[src/rtl/project_pwm_peripheral_capture_if.sv]
// rtl/project_pwm_peripheral_capture_if.sv - control and result signals of the PWM capture block
interface project_pwm_peripheral_capture_if #(
  parameter int WIDTH = 16
);
  logic             i_enable;
  logic             i_clear;
  logic             i_pwm;
  logic [WIDTH-1:0] o_period;
  logic [WIDTH-1:0] o_high;
  logic             o_valid;
  logic             o_overflow;
  logic             o_busy;

  modport master (
    output i_enable, i_clear, i_pwm,
    input  o_period, o_high, o_valid, o_overflow, o_busy
  );

  modport slave (
    input  i_enable, i_clear, i_pwm,
    output o_period, o_high, o_valid, o_overflow, o_busy
  );
endinterface

[src/rtl/project_pwm_peripheral_capture.sv]
// rtl/project_pwm_peripheral_capture.sv - PWM period/high-time capture; optional glitch filter under PWM_CAPTURE_FILTER_EN
module project_pwm_peripheral_capture #(
  parameter int WIDTH       = 16,
  parameter int SYNC_STAGES = 2,
  parameter int FILTER_LEN  = 3
) (
  input  logic                               i_clk,
  input  logic                               i_reset,
  project_pwm_peripheral_capture_if.slave    bus
);

  typedef enum logic [1:0] {S_IDLE, S_ARM, S_HIGH, S_LOW} state_t;

  localparam logic [WIDTH-1:0] CNT_MAX = '1;

  if (SYNC_STAGES < 2) begin : g_bad_sync
    $error("SYNC_STAGES must be at least 2");
  end
  if (FILTER_LEN < 1) begin : g_bad_filter
    $error("FILTER_LEN must be at least 1");
  end

  state_t                 r_state;
  state_t                 w_state_nxt;
  logic [SYNC_STAGES-1:0] r_sync;
  logic                   w_s;
  logic                   w_lvl;
  logic                   r_lvl_d;
  logic                   w_rise;
  logic                   w_fall;
  logic [WIDTH-1:0]       r_cnt;
  logic                   w_sat;
  logic [WIDTH-1:0]       r_high_latch;
  logic [WIDTH-1:0]       r_period;
  logic [WIDTH-1:0]       r_high;
  logic                   r_valid;
  logic                   r_overflow;
  logic                   w_capture;
  logic                   w_latch_high;
  logic                   w_ovf_set;

  // Bring the asynchronous PWM input into the clock domain
  always_ff @(posedge i_clk) begin
    if (i_reset) r_sync <= '0;
    else         r_sync <= {r_sync[SYNC_STAGES-2:0], bus.i_pwm};
  end

  assign w_s = r_sync[SYNC_STAGES-1];

`ifdef PWM_CAPTURE_FILTER_EN
  localparam int FW = (FILTER_LEN < 2) ? 1 : $clog2(FILTER_LEN);

  logic [FW-1:0] r_filt_cnt;
  logic          r_filt;

  // Follow the synchronized level only after it has been stable for FILTER_LEN cycles
  always_ff @(posedge i_clk) begin
    if (i_reset) begin
      r_filt_cnt <= '0;
      r_filt     <= 1'b0;
    end else if (w_s == r_filt) begin
      r_filt_cnt <= '0;
    end else if (r_filt_cnt == FW'(FILTER_LEN - 1)) begin
      r_filt     <= w_s;
      r_filt_cnt <= '0;
    end else begin
      r_filt_cnt <= r_filt_cnt + 1'b1;
    end
  end

  assign w_lvl = r_filt;
`else
  assign w_lvl = w_s;
`endif

  // One-cycle delayed copy of the level for edge detection
  always_ff @(posedge i_clk) begin
    if (i_reset) r_lvl_d <= 1'b0;
    else         r_lvl_d <= w_lvl;
  end

  assign w_rise = w_lvl & ~r_lvl_d;
  assign w_fall = ~w_lvl & r_lvl_d;
  assign w_sat  = (r_cnt == CNT_MAX);

  // Cycle counter: restarts at 1 on each rise, saturates instead of wrapping
  always_ff @(posedge i_clk) begin
    if (i_reset || r_state == S_IDLE) r_cnt <= '0;
    else if (w_rise)                  r_cnt <= {{(WIDTH-1){1'b0}}, 1'b1};
    else if (!w_sat)                  r_cnt <= r_cnt + 1'b1;
  end

  // State register
  always_ff @(posedge i_clk) begin
    if (i_reset) r_state <= S_IDLE;
    else         r_state <= w_state_nxt;
  end

  // Next state and capture strobes; disabling wins over everything but reset
  always_comb begin
    w_state_nxt  = r_state;
    w_capture    = 1'b0;
    w_latch_high = 1'b0;
    w_ovf_set    = 1'b0;
    if (!bus.i_enable) begin
      w_state_nxt = S_IDLE;
    end else begin
      case (r_state)
        S_IDLE: w_state_nxt = S_ARM;
        S_ARM:  if (w_rise) w_state_nxt = S_HIGH;
        S_HIGH: begin
          if (w_sat) begin
            w_ovf_set   = 1'b1;
            w_state_nxt = S_ARM;
          end else if (w_fall) begin
            w_latch_high = 1'b1;
            w_state_nxt  = S_LOW;
          end
        end
        S_LOW: begin
          if (w_sat) begin
            w_ovf_set   = 1'b1;
            w_state_nxt = S_ARM;
          end else if (w_rise) begin
            w_capture   = 1'b1;
            w_state_nxt = S_HIGH;
          end
        end
        default: w_state_nxt = S_IDLE;
      endcase
    end
  end

  // Result registers, valid pulse and sticky overflow (a new overflow beats clear)
  always_ff @(posedge i_clk) begin
    if (i_reset) begin
      r_high_latch <= '0;
      r_period     <= '0;
      r_high       <= '0;
      r_valid      <= 1'b0;
      r_overflow   <= 1'b0;
    end else begin
      r_valid <= w_capture;
      if (w_latch_high) r_high_latch <= r_cnt;
      if (w_capture) begin
        r_period <= r_cnt;
        r_high   <= r_high_latch;
      end
      if (w_ovf_set)        r_overflow <= 1'b1;
      else if (bus.i_clear) r_overflow <= 1'b0;
    end
  end

  assign bus.o_period   = r_period;
  assign bus.o_high     = r_high;
  assign bus.o_valid    = r_valid;
  assign bus.o_overflow = r_overflow;
  assign bus.o_busy     = (r_state != S_IDLE);

endmodule

[src/flat_wrapper.sv]
// flat-port wrapper written by rule: the top's interface ports become plain ports
module project_pwm_peripheral_capture_flat 
#(
  parameter int WIDTH       = 16,
  parameter int SYNC_STAGES = 2,
  parameter int FILTER_LEN  = 3
)
  (i_clk, i_reset, bus_i_enable, bus_i_clear, bus_i_pwm, bus_o_period, bus_o_high, bus_o_valid, bus_o_overflow, bus_o_busy);
  project_pwm_peripheral_capture_if #(.WIDTH(WIDTH)) bus_i ();
  input  logic i_clk;
  input  logic i_reset;
  input wire logic [$bits(bus_i.i_enable)-1:0] bus_i_enable;
  input wire logic [$bits(bus_i.i_clear)-1:0] bus_i_clear;
  input wire logic [$bits(bus_i.i_pwm)-1:0] bus_i_pwm;
  output wire logic [$bits(bus_i.o_period)-1:0] bus_o_period;
  output wire logic [$bits(bus_i.o_high)-1:0] bus_o_high;
  output wire logic [$bits(bus_i.o_valid)-1:0] bus_o_valid;
  output wire logic [$bits(bus_i.o_overflow)-1:0] bus_o_overflow;
  output wire logic [$bits(bus_i.o_busy)-1:0] bus_o_busy;
  assign bus_i.i_enable = bus_i_enable;
  assign bus_i.i_clear = bus_i_clear;
  assign bus_i.i_pwm = bus_i_pwm;
  assign bus_o_period = bus_i.o_period;
  assign bus_o_high = bus_i.o_high;
  assign bus_o_valid = bus_i.o_valid;
  assign bus_o_overflow = bus_i.o_overflow;
  assign bus_o_busy = bus_i.o_busy;
  project_pwm_peripheral_capture #(.WIDTH(WIDTH), .SYNC_STAGES(SYNC_STAGES), .FILTER_LEN(FILTER_LEN)) u_core (.i_clk(i_clk), .i_reset(i_reset), .bus(bus_i));
endmodule
[config.mk]
export PLATFORM = sky130hd
export DESIGN_NAME = project_pwm_peripheral_capture_flat
export DESIGN_NICKNAME = d
export VERILOG_FILES = /design/src/rtl/project_pwm_peripheral_capture_if.sv /design/src/rtl/project_pwm_peripheral_capture.sv /design/src/flat_wrapper.sv
export SDC_FILE = /design/constraint.sdc
export NUM_CORES = 1
export LEC_CHECK = 0
export CAP_MARGIN = 5
export CORE_MARGIN = 8
export CORE_UTILIZATION = 50
export DETAILED_ROUTE_END_ITERATION = 6
export PLACE_DENSITY_LB_ADDON = 0.08
export SETUP_SLACK_MARGIN = 0.4
export SLEW_MARGIN = 10
export SYNTH_ARGS = -nofsm -noshare
export SYNTH_HDL_FRONTEND = slang
export SYNTH_SLANG_ARGS = --single-unit
[constraint.sdc]
create_clock -name i_clk -period 2.3 [get_ports i_clk]
set_input_delay 0.345 -clock i_clk [delete_from_list [all_inputs] [get_ports i_clk]]
set_output_delay 0.345 -clock i_clk [all_outputs]
set_load 0.03 [all_outputs]
**After elaboration in Yosys (flattened, before gate mapping)**

Cells that the tools add are included.

- Bits in registers: 71
- Output and inout port bits: 35

- Add/sub/neg operators: 1
- Equality and inequality tests: 6
- Mux-type cells: 20
- Bitwise gates (word level): 5
- Reductions and logical operators: 7

Operator list:

| kind | count |
|---|---|
| 16-bit by 1-bit adder with 16-bit output (second input constant) | 1 |
| 16-bit == test (second input constant) | 1 |
| 1-bit 2-to-1 mux | 15 |
| 2-bit 2-to-1 mux | 4 |
| 2-bit one-hot mux with 4 select lines | 1 |
| 2-bit OR reduction | 3 |
| 2-bit == test (second input constant) | 2 |
| 2-bit nonzero test | 2 |
| 3-bit by 1-bit != test with 1-bit output (second input constant) | 1 |
| 1-bit NOT | 3 |
| 1-bit bitwise AND | 2 |
| 2-bit by 1-bit == test with 1-bit output (second input constant) | 1 |
| 2-bit zero test | 1 |
| 2-bit by 1-bit != test with 1-bit output (second input constant) | 1 |
| 1-bit logical OR | 1 |

**Longest topological paths before layout**

- Word-level depth: 6
- Gate-level depth with buffers: 7

**Worst setup path after synthesis**

No wires, ideal clock.

- Path kind: register -> register
- Start: reg u_core.r_cnt[0]
- End: reg u_core.r_high_latch[11]
- Data arrival time: 1754 ps
- Path slack: 475 ps
- Stages on the path, launching flop included: 7
- Period minus slack after synthesis: 1825 ps
- Path through: dfxtp_1 ha_1 nand3_2 nor2_2 a2111oi_4 buf_6 mux2i_1

- Word-level cells in the longest chain between the ends: 4

Ends and longest elaborated chain:

| what | line | text |
|---|---|---|
| start: declaration | project_pwm_peripheral_capture.sv:31 | `logic [WIDTH-1:0] r_cnt;` |
| start signal: assignment | project_pwm_peripheral_capture.sv:89 | `else if (w_rise) r_cnt <= {{(WIDTH-1){1'b0}}, 1'b1};` |
| start signal: assignment | project_pwm_peripheral_capture.sv:90 | `else if (!w_sat) r_cnt <= r_cnt + 1'b1;` |
| 16-bit == test | project_pwm_peripheral_capture.sv:84 | `assign w_sat = (r_cnt == CNT_MAX);` |
| 1-bit 2-to-1 mux | project_pwm_peripheral_capture.sv:112 | `if (w_sat) begin` |
| 1-bit 2-to-1 mux | project_pwm_peripheral_capture.sv:108 | `case (r_state)` |
| 1-bit 2-to-1 mux | project_pwm_peripheral_capture.sv:105 | `if (!bus.i_enable) begin` |
| end signal: assignment | project_pwm_peripheral_capture.sv:144 | `if (w_latch_high) r_high_latch <= r_cnt;` |
| end: declaration | project_pwm_peripheral_capture.sv:33 | `logic [WIDTH-1:0] r_high_latch;` |

No other way between the ends.
A chain may end at the register's enable or synchronous reset.

**Worst setup path in the final report**

- Start: reg u_core.r_cnt[1]
- End: reg u_core.r_overflow, in the netlist u_core.bus.o_overflow

- Word-level cells in the longest chain between the ends: 5

Ends and longest elaborated chain:

| what | line | text |
|---|---|---|
| 16-bit == test (*) | project_pwm_peripheral_capture.sv:84 |  |
| 1-bit 2-to-1 mux (*) | project_pwm_peripheral_capture.sv:112, project_pwm_peripheral_capture.sv:121 |  |
| 1-bit 2-to-1 mux (*) | -- |  |
| 1-bit 2-to-1 mux (*) | project_pwm_peripheral_capture.sv:105 |  |
| 1-bit 2-to-1 mux or 2-bit nonzero test (tied branches) | -- |  |
| end signal: assignment | project_pwm_peripheral_capture.sv:141 | `r_overflow <= 1'b0;` |
| end signal: assignment | project_pwm_peripheral_capture.sv:149 | `if (w_ovf_set) r_overflow <= 1'b1;` |
| end signal: assignment | project_pwm_peripheral_capture.sv:150 | `else if (bus.i_clear) r_overflow <= 1'b0;` |
| end: declaration | project_pwm_peripheral_capture.sv:37 | `logic r_overflow;` |

Mark *: on every way between the ends. The rest lies on a longest branch, timed or not.

==> results.json <==
{
  "hp-class": "flip-flop to flip-flop",
  "coreArea_um2": 5921,
  "grt_pass1_wl_mm": 10.41,
  "synthCells": 298,
  "via_per_inst": 5.248,
  "worstPathMaxFanout": 7,
  "syn-mean-instance-area_um2": 10.30,
  "critPathLaunch": "u_core.r_cnt[1]",
  "clk_pin_slew_ns": 0.07,
  "grt_start_max_net_pins": 71,
  "drc_errors": 0,
  "required_ns": 2.57,
  "arrival_ns": 2.04,
  "synthFlopType": "dfxtp_1",
  "async_flop_share_pct": 0,
  "dieArea_um2": 8901,
  "min_period_over_period_pct": 76.99,
  "cts_hold_buf": 0,
  "drive_gt1_share_pct": 11.75,
  "r2r_end": "u_core.bus.o_overflow",
  "cts.sinks": 71,
  "timing.rr.start": "u_core.r_cnt[1]",
  "antenna_cells": 0,
  "cp-end-kind": "flip-flop",
  "drt_iter0_drc": 149,
  "wl_mm": 5.995,
  "rows": 28,
  "hpwl_mm": 3.886,
  "max_freq_ghz": 0.5647,
  "rsz0062_at_grt": "no",
  "r2r_slack_ns": 0.53,
  "antenna_found_initial": 0,
  "path_class": "flip-flop to flip-flop",
  "grt-ovfl-total": 0,
  "gp_congestion": 0.8231,
  "yosysSeqAreaShare_pct": 46.31,
  "min_period_ns": 1.771,
  "dieHeight_um": 94.35,
  "p_leak_nw": 1.284,
  "ys_types": 43,
  "synth_area_um2": 3069,
  "rr_worst_depth": 5,
  "nets": 350,
  "grt_pass1_vias": 2256,
  "initial_utilization_pct": 51.84,
  "drv_cap": 0,
  "vdd_drop_max_uv": 481.0,
  "clockBufferDepth": 2,
  "cts_tree": "done",
  "slew_viol_final": 0,
  "synth_top_area_share_pct": 46.31,
  "synth-seq-cells": 71,
  "htreeDepth": 3,
  "syn-num-nets": 304,
  "wl_per_cell_um": 14.14,
  "worstMarginPinSlew_ns": 0.4859,
  "drtPass1Iterations": 4,
  "hold_start": "u_core.r_sync[0]",
  "setup_tns_ns": 0,
  "synth_area_leaders": "dfxtp_1 46%, mux2i_1 17%, nand2b_1 14%",
  "setup_viol": 0,
  "start_kind": "flip-flop",
  "port_buffers": 39,
  "p_total_w": 0.002548,
  "cts-buffers-inserted": 9,
  "finalHoldViolations": 0,
  "grt_use_total_pct": 14.50,
  "min_path_cells": 1,
  "clk-insertion-delay-late_ns": 0.34,
  "synth-edff-count": 0,
  "io_pins": 40,
  "powerDensity_nw_per_um2": 660.3,
  "syn_to_final_growth_pct": 25.72,
  "ant_nets": 0,
  "hold_end": "u_core.r_sync[1]",
  "num_vias": 2225,
  "slew_headroom_pct": 66.77,
  "die_w_um": 94.35,
  "finClkSkew_ns": 0.01031,
  "status": "completed",
  "synth_area_leader_cell": "dfxtp_1",
  "cts-root-buf": "clkbuf_8",
  "synth_warnings": 0
}
## worst max-delay path by stage
stage,end,cells past startpoint
2_1_floorplan,u_core.r_high_latch[11],6
6_report,u_core.bus.o_overflow,5
3_5_place_dp,u_core.r_high_latch[1],5
5_1_grt,u_core.bus.o_overflow,5
4_1_cts,u_core.r_high_latch[9],5
3_3_place_gp,u_core.r_high_latch[5],5
## per-stage QoR
step	setup slack, ns	hold WS [ns]	instances	cell area, um2	utilization (%)
finish	0.5292	0.4550	424	3859	65.17
global placement	0.3669	0.4176	405	3552	60.00
detailed placement	0.3299	0.4522	405	3552	60.00
global route	0.4085	0.4654	424	3859	65.17
CTS	0.4039	0.4630	421	3811	64.37
floorplan	0.4746	0.4138	298	3069	-
## cell usage in the layout, fill, tap and decap left out, types with 4 or more instances in the layout
cell type / netlist / final
dfxtp_1: 71 / 70
nand2b_1: 67 / 67
mux2i_1: 51 / 51
clkdlybuf4s50_1: 0 / 38
clkbuf_8: 0 / 11
nand2_1: 10 / 10
a21oi_1: 9 / 9
buf_4: 1 / 9
o21ai_0: 8 / 8
or3_1: 7 / 7
a31oi_1: 6 / 6
nor2_1: 6 / 6
nor2b_1: 5 / 5
a211oi_1: 5 / 4
## registers in the layout, summed over array words and instances, names as in the netlist
register               cells
u_core.bus.o_high         16
u_core.bus.o_valid         1
u_core.bus.o_period       16
u_core.r_state             2
u_core.r_high_latch       16
u_core.r_cnt              16
u_core.bus.o_overflow      1
u_core.r_sync              2
u_core.r_lvl_d             1
## kinds of logic after synthesis
| kind of cell | Yosys count | synth area share [%] |
|---|---|---|
| buffers and inverters | 16 | 2.935 |
| muxes | 51 | 16.63 |
| xor gates and xnor gates | 1 | 0.2854 |
| and+or+nand+nor | 117 | 24.01 |
| adders and majority gates | 1 | 0.4076 |
| AOI/OAI and AO/OA | 41 | 9.418 |
| DFF | 71 | 46.31 |
## layout make-up
| type | instances | area (um2) |
|---|---|---|
| fill | 493 | 2062 |
| sequential | 71 | 1423 |
| timing repair buffer | 50 | 496.7 |
| clock inverter | 5 | 103.9 |
| inverter | 1 | 3.754 |
| clock buffer | 11 | 151.4 |
| tap | 75 | 93.84 |
| multi-input combinational | 211 | 1587 |
## power by group
part / total, W / switching (W) / leakage [nW] / internal (W)
Clock: 0.00125 / 0.000466 / 0.130 / 0.000780
Sequential: 0.00124 / 0.00000365 / 0.573 / 0.00123
Combinational: 0.0000653 / 0.0000304 / 0.582 / 0.0000349
Total: 0.00255 / 0.000500 / 1.28 / 0.00205
## critical path: stages (launching register included)
cell     delay [ns]
dfxtp_2        0.37
ha_2           0.22
nand3_2        0.18
or2_2          0.41
or3_1          0.40
a21oi_1        0.13
## synth_stat cells (2+ instances only)
cell and instances:
a211oi_1 5, a21boi_0 2, a21oi_1 9, a31oi_1 6
and4_1 2, buf_2 3, buf_6 3, clkbuf_1 8
dfxtp_1 71, mux2i_1 51, nand2_1 10, nand2b_1 67
nand3_1 3, nand3_2 2, nand4_1 3, nor2_1 6
nor2b_1 5, o21ai_0 8, o311ai_0 2, or2_2 3
or3_1 7
## what timing repair did
action | CTS | global route
resized for setup | 2 | 3
cloned | 0 | 0
buffers inserted | 0 | 3
endpoints found under the setup margin | 21 | 54
endpoints found under the hold margin | 0 | 0
pin swaps | 0 | 1
## metal layers
metal  vias to the layer above  wire, um  track usage [%]  share of wire, %
met4                         0       107            6.605               1.8
met3                        10       244            4.524               4.1
met1                      1033      2990            17.93                50
met2                        38      2653            22.54                44
met5                         -         0           0.5556                 0
li1                       1144         -                -                 -
Note: power is estimated with default switching activity, not from simulation.
